### src/rtl/aes_pkg.sv
// Shared types and defaults for the AES-128 round controller.
package aes_pkg;

    localparam int NR_DEFAULT         = 10;
    localparam int KG_TIMEOUT_DEFAULT = 16;

    typedef enum logic {
        MODE_ENC = 1'b0,
        MODE_DEC = 1'b1
    } mode_e;

    typedef enum logic [2:0] {
        IDLE,
        KEY_GEN,
        READY,
        DEC_PREP,
        RUN,
        OUT
    } state_e;

    // Byte 0 is the most significant byte of the packed vector.
    typedef logic [0:15][7:0] key_t;

endpackage

### src/rtl/aes_round_ctrl.sv
// AES-128 round controller: key load/expansion handshake, round sequencing
// and key-slot rotation for an iterative encrypt/decrypt datapath.
module aes_round_ctrl
    import aes_pkg::*;
#(
    parameter int NR         = NR_DEFAULT,
    parameter int KG_TIMEOUT = KG_TIMEOUT_DEFAULT
) (
    input  logic       clk,
    input  logic       rst,
    input  key_t       key_in,
    input  logic       key_valid,
    output logic       key_ready,
    input  logic       blk_valid,
    input  logic       blk_mode,
    output logic       blk_ready,
    output logic       res_valid,
    input  logic       res_ready,
    output key_t       km_key,
    output logic       km_init_key,
    output logic       km_shift_enc,
    output logic       km_shift_dec,
    input  logic       km_ready_key,
    output logic       dp_load,
    output logic       dp_round_en,
    output logic [3:0] dp_round,
    output logic       dp_last,
    output logic       dp_mode,
    output logic       key_loaded,
    output logic       kg_err
);

    localparam int               KGW     = $clog2(KG_TIMEOUT + 1);
    localparam logic [KGW-1:0]   KG_LAST = KGW'(KG_TIMEOUT - 1);
    localparam logic [3:0]       NR4     = 4'(NR);

    state_e         state_q;
    key_t           km_key_q;
    logic           km_init_q;
    logic [KGW-1:0] kg_cnt_q;
    logic [3:0]     round_q;
    logic           mode_q;
    logic           loaded_q;
    logic           kg_err_q;

    logic key_xfer;
    logic blk_acc;
    logic in_run;

    assign key_ready = (state_q == IDLE) || (state_q == READY);
    assign blk_ready = (state_q == READY) && !key_valid;
    assign key_xfer  = key_valid && key_ready;
    assign blk_acc   = blk_valid && blk_ready;
    assign in_run    = (state_q == RUN);
    assign res_valid = (state_q == OUT);

    assign dp_round_en = in_run;
    assign dp_last     = in_run && (round_q == NR4);

    // Decrypt spends the accept cycle and DEC_PREP rewinding the key slot to
    // the last round key, so its initial AddRoundKey happens one cycle later.
    assign dp_load      = (blk_acc && (blk_mode == MODE_ENC)) || (state_q == DEC_PREP);
    assign km_shift_enc = (blk_acc && (blk_mode == MODE_ENC))
                        || (in_run && (mode_q == MODE_ENC));
    assign km_shift_dec = (blk_acc && (blk_mode == MODE_DEC))
                        || (state_q == DEC_PREP)
                        || (in_run && (mode_q == MODE_DEC) && (round_q != NR4));

    assign km_key      = km_key_q;
    assign km_init_key = km_init_q;
    assign dp_round    = round_q;
    assign dp_mode     = mode_q;
    assign key_loaded  = loaded_q;
    assign kg_err      = kg_err_q;

    always_ff @(posedge clk) begin
        if (rst) begin
            state_q   <= IDLE;
            km_key_q  <= '0;
            km_init_q <= 1'b0;
            kg_cnt_q  <= '0;
            round_q   <= '0;
            mode_q    <= 1'b0;
            loaded_q  <= 1'b0;
            kg_err_q  <= 1'b0;
        end else begin
            km_init_q <= 1'b0;
            kg_err_q  <= 1'b0;
            case (state_q)
                IDLE, READY: begin
                    if (key_xfer) begin
                        km_key_q  <= key_in;
                        km_init_q <= 1'b1;
                        loaded_q  <= 1'b0;
                        kg_cnt_q  <= '0;
                        state_q   <= KEY_GEN;
                    end else if (blk_acc) begin
                        mode_q <= blk_mode;
                        if (blk_mode == MODE_DEC) begin
                            state_q <= DEC_PREP;
                        end else begin
                            state_q <= RUN;
                            round_q <= 4'd1;
                        end
                    end
                end
                KEY_GEN: begin
                    if (km_ready_key) begin
                        loaded_q <= 1'b1;
                        kg_cnt_q <= '0;
                        state_q  <= READY;
                    end else if (kg_cnt_q == KG_LAST) begin
                        kg_err_q <= 1'b1;
                        kg_cnt_q <= '0;
                        state_q  <= IDLE;
                    end else begin
                        kg_cnt_q <= kg_cnt_q + KGW'(1);
                    end
                end
                DEC_PREP: begin
                    round_q <= 4'd1;
                    state_q <= RUN;
                end
                RUN: begin
                    if (round_q == NR4) begin
                        round_q <= '0;
                        state_q <= OUT;
                    end else begin
                        round_q <= round_q + 4'd1;
                    end
                end
                OUT: begin
                    if (res_ready) state_q <= READY;
                end
                default: state_q <= IDLE;
            endcase
        end
    end

endmodule

### config.mk
export PLATFORM = sky130hd
export DESIGN_NAME = aes_round_ctrl
export DESIGN_NICKNAME = d
export VERILOG_FILES = /design/src/rtl/aes_pkg.sv /design/src/rtl/aes_round_ctrl.sv
export SDC_FILE = /design/constraint.sdc
export NUM_CORES = 1
export LEC_CHECK = 0
export BUFFER_PORTS_ARGS = -buffer_cell sky130_fd_sc_hd__buf_4
export CAP_MARGIN = 25
export CORE_ASPECT_RATIO = 2
export CORE_MARGIN = 10
export CORE_UTILIZATION = 40
export DETAILED_ROUTE_END_ITERATION = 8
export PLACE_DENSITY = 0.75
export SLEW_MARGIN = 20
export SYNTH_ARGS = -nofsm -noshare
export SYNTH_HDL_FRONTEND = slang
export SYNTH_SLANG_ARGS = --single-unit
### constraint.sdc
create_clock -name clk -period 1.6 [get_ports clk]
set_clock_uncertainty 0.1 [all_clocks]
set_input_delay 0.08 -clock clk [delete_from_list [all_inputs] [get_ports clk]]
set_output_delay 0.08 -clock clk [all_outputs]
set_load 0.005 [all_outputs]
Yosys cells after proc, flatten, opt, wreduce, memory -nomap -nowiden
Cells that the tools add are included.
{ "classes": {"eq_ne": 17, "add_sub_neg": 2, "n_mux": 22, "bitwise_logic": 5, "n_reduce_logical": 27} }
{ "op_table": {"columns": ["op", "n"], "rows": [
  ["2-to-1 mux 3 bit", 7],
  ["2-to-1 mux 4 bit", 4],
  ["2-to-1 mux 5 bit", 3],
  ["case mux 3 bit (5 select lines)", 1],
  ["case mux 4 bit (3 select lines)", 1],
  ["inequality test 2 bit (second input constant)", 5],
  ["case mux 5 bit (2 select lines)", 1],
  ["logical AND 1 bit", 9],
  ["AND reduction 4 bit", 2],
  ["== test 3 x 2 -> 1 bit (second input constant)", 2],
  ["== test 3 bit (second input constant)", 2],
  ["inequality test 3 bit (second input constant)", 2],
  ["AND reduction 3 bit", 2],
  ["adder 5 x 1 -> 5 bit (second input constant)", 1],
  ["== test 5 x 4 -> 1 bit (second input constant)", 1],
  ["logical OR 1 bit", 5],
  ["NOT 1 bit", 5],
  ["adder 4 x 1 -> 4 bit (second input constant)", 1],
  ["== test 4 bit (second input constant)", 1],
  ["2-to-1 mux 1 bit", 4],
  ["inequality test 2 x 1 -> 1 bit (second input constant)", 2],
  ["inequality test 4 bit (second input constant)", 1],
  ["AND reduction 2 bit", 2],
  ["OR reduction 2 bit", 2],
  ["7 further kinds", 7]
]} }
{ "word_totals": {"wordCells": 96, "regBits": 144} }

Logic depth before layout (Yosys ltp)
{ "logic_depth": {"ltp_word": 6, "mapped_depth": 7, "mapped_depth_nobuf": 6} }

Worst setup path before layout
No wires, ideal clock.
{ "synth_path": {"kind": "flip-flop to flip-flop", "startpoint": "register state_q[2]", "endpoint": "register state_q[2]", "setup_time_ps": 116, "synth_period_minus_slack_ps": 1605, "path_slack_ps": -5, "path_buffers": 1, "arrival_ps": 1389, "required_ps": 1384, "stages_incl_launch_ff": 6, "path_cell_list": "dfxtp_1 or4b_1 clkbuf_1 o21ai_2 nor2_1 a41o_1"} }
{ "synth_via": {"elab_chain_len": 5, "word_cells_on_any_way": 18, "classes_between": "eq/ne: 9; mux: 2; reduce/logical: 7"} }
{ "synth_rtl": {"columns": ["element", "line", "source"], "rows": [
  ["start: declaration", "aes_round_ctrl.sv:37", "state_e state_q;"],
  ["start signal: assignment", "aes_round_ctrl.sv:78", "state_q <= IDLE;"],
  ["start signal: assignment", "aes_round_ctrl.sv:96", "state_q <= KEY_GEN;"],
  ["start signal: assignment", "aes_round_ctrl.sv:100", "state_q <= DEC_PREP;"],
  ["== test 3 x 2 -> 1 bit / logical NOT 3 bit (equally long branches)", "aes_round_ctrl.sv:50, aes_round_ctrl.sv:51, aes_round_ctrl.sv:89", null],
  ["logical OR 1 bit / logical AND 1 bit (equally long branches)", "aes_round_ctrl.sv:50, aes_round_ctrl.sv:51", null],
  ["logical AND 1 bit (on tied branches)", "aes_round_ctrl.sv:52, aes_round_ctrl.sv:53", null],
  ["2-to-1 mux 3 bit / inequality test 3 bit (equally long branches)", null, null],
  ["case mux 3 bit (5 select lines) / AND reduction 4 bit (equally long branches)", null, null]
]} }
Parallel ways exist; a longest one is shown, timed or not.
A chain may end at the register's enable or synchronous reset.

Final worst setup path
{ "layout_path": {"startpoint": "register state_q[1]", "endpoint": "output dp_last"} }
{ "layout_via": {"elab_chain_len": 2} }
{ "layout_rtl": {"columns": ["element", "line", "source"], "rows": [
  ["== test 3 bit", "aes_round_ctrl.sv:54", "assign in_run = (state_q == RUN);"],
  ["logical AND 1 bit", "aes_round_ctrl.sv:58", "assign dp_last = in_run && (round_q == NR4);"],
  ["end: declaration", "aes_round_ctrl.sv:27", "output logic dp_last,"]
]} }
No other way between the ends.

==> results.txt <==
most area-hungry cell type in the Yosys netlist -> dfxtp_1
post-DP HPWL -> 13560 µm
Syn Inst Count -> 666
worst rel slew slack -> 76.38%
Area growth syn-to-layout -> 85.95%
post-DR wirelength/cell -> 17.57 µm
Final Power -> 12.89 mW
Seq/Total Area, Yosys -> 54.69%
most common cell in the netlist -> nand2_1
Sw Pwr -> 3.883 mW
Slew Limit Fails -> 0
Post-synth EDFFs -> 0
DRC viols -> 0
synth cell count leaders -> nand2_1, dfxtp_1, a21oi_1, buf_2, clkbuf_1
setup violators final -> 13
post-synthesis cell area -> 0.005271 mm²
H-Tree Depth -> 4
Placement Setup Slack -> -25.63 ps
ranking of synthesized cells by area -> dfxtp_1, nand2_1, a21oi_1, buf_2, clkbuf_1
Flop pwr share -> 35.1%
Yosys reg bits -> 144
CP startpoint kind -> register
Mapped Nets -> 804
sw frac -> 30.12%
Worst EP required -> 1420 ps
min Tclk post-route -> 1821 ps
Pre-antenna DRT Iters -> 5
PortBufs -> 278
Crit Path Category -> register to output port
Final Hold Fails -> 0
fmax -> 0.5492 GHz
Die Wd -> 101.2 µm
Worst setup EP type -> output port
total grt overflow -> 0
setup repair after global routing missed its margin -> true
Inserted Diodes -> 0
Initial Util -> 40.57%
buffer depth of the longest clock path -> 2
first-pass GRT wire length -> 33550 µm
initial antenna violation count -> 0
pin count of the biggest net entering global routing -> 89
status -> finished, violations left
1st-iter DRT viols -> 252
post-route ant nets -> 0
CTS tree -> yes
Synth async-reset ratio -> 0%
Total GRT Usage -> 22.58%
vias in the first global route -> 6562
final wirelength -> 22000 µm
clk slew on worst S/H paths -> 60 ps
Finished Layout Cells -> 1252
floorplan core area -> 0.01299 mm²
CTS Sinks -> 144
IO Count -> 279
pwr dens -> 1315 mW/mm²
die area -> 0.01845 mm²
failing checks -> negative setup slack
Final Util -> 75.44%
Comb pwr share -> 32.3%
Clock Power Share -> 32.6%
Final WS setup -> -220.7 ps
Placed Cells -> 1079
Routability Congestion -> 0.8896
Netlist cell types -> 45
# rows -> 59
Worst Path Max Fanout -> 4
vias -> 6244
Static Leak -> 4.407 nW
post-synth top area share -> 54.69%
post-DR vias/cell -> 4.987
nets -> 1225
dominant synthesized flop cell -> dfxtp_1
Crit path arrival time -> 1640 ps
P_int -> 9.011 mW
Warnings, synthesis -> 0
Num CTS Buffers -> 17
Avg Inst Size Synth -> 7.915 µm²
final period utilization -> 113.8%
Die Y -> 182.3 µm
worst skew pair latency -> 410 ps
Worst VDD drop -> 1.250 mV
MaxCap Viol Count -> 0
slew at the pin with the worst max-slew slack -> 354.4 ps
worst min path class -> primary input to register
root buffer cell -> clkbuf_16
layout cells sized above 1 -> 33.91%
-- power by group through the flow --
stage	clock (mW)	sequential, mW	combinational [mW]
after floorplan	0	4.61	1.56
after global placement	0	4.54	3.47
after detailed placement	0	4.57	3.51
after CTS	4.28	4.50	3.86
after global routing	4.40	4.59	4.53
final	4.21	4.52	4.17
-- critical path, stage by stage (launching register included) --
cell and delay [ps]:
dfxtp_2 330, or3b_4 420, buf_4 160, nor2_1 170, buf_4 150
-- logic make-up after synthesis --
group / share of synthesized area (%)
fa+ha+maj: 0.7122
compound gates: 16.19
mux: 0.1899
simple gates: 23.24
flops: 54.69
buf+inv: 4.985
-- metrics by stage --
| step | area (µm²) | setup TNS, ps | hold WS, ps |
|---|---|---|---|
| after floorplan | 5279 | 0 | 113.3 |
| final | 9802 | -924.3 | 66.42 |
| after global routing | 9802 | -4431 | 87.37 |
| after detailed placement | 7654 | -49.65 | 236.0 |
| after global placement | 7654 | -1.074 | 225.9 |
| after CTS | 9644 | -997.1 | 54.82 |
-- what timing repair did --
item / 4_1_cts / 5_1_grt
buffers inserted: 3 / 5
setup endpoints to repair: 10 / 66
cloned: 0 / 2
pin swaps: 1 / 6
gates resized for setup: 7 / 23
hold buffers: 132 / 0
endpoints found under the hold margin: 136 / 0
-- state kept, by name, indices dropped and copies added, names as in the netlist --
name and count:
state_q 3, km_key 128, kg_err 1, dp_mode 1
kg_cnt_q 5, dp_round 4, km_init_key 1, key_loaded 1
-- layout by cell type (no fill, tap or decap), drive strengths merged, types with 2 or more instances in the layout --
| cell type | instances |
|---|---|
| nor2 | 15 |
| clkbuf | 23 |
| clkinvlp | 3 |
| bufinv | 4 |
| nand2 | 263 |
| nand3 | 3 |
| clkinv | 2 |
| ha | 3 |
| o21ai | 7 |
| or3b | 2 |
| dlygate4sd3 | 132 |
| dfxtp | 144 |
| inv | 8 |
| nor2b | 2 |
| buf | 317 |
| a21oi | 138 |
| nand3b | 3 |
| nor3 | 5 |
| and2 | 2 |
| a22o | 2 |
-- worst paths after layout --
| path | start | to | slack (ps) | cells after the start |
|---|---|---|---|---|
| max | state_q[1] | dp_last | -220 | 4 |
| min | blk_valid | state_q[1] | 70 | 4 |
| max reg2reg | state_q[0] | km_key[54] | -40 | 7 |
| min reg2reg | km_key[123] | km_key[123] | 350 | 2 |
-- final cells by class --
cell class / count / area, µm²
clock buffer: 21 / 450.4
clock inverter: 11 / 177.7
fill: 824 / 3191
inverter: 6 / 27.53
multi-input combinational: 467 / 2185
sequential: 144 / 2888
tap: 152 / 190.2
timing repair buffer: 451 / 3884
-- per-layer routing --
layer	global-route usage (%)	up-vias	wire length, µm
met1	21.52	2884	7204
met3	7.189	67	1582
met5	0	-	0
met4	14.23	0	1233
met2	39.90	267	11980
li1	-	3026	-
Note: power is estimated with default switching activity, not from simulation.
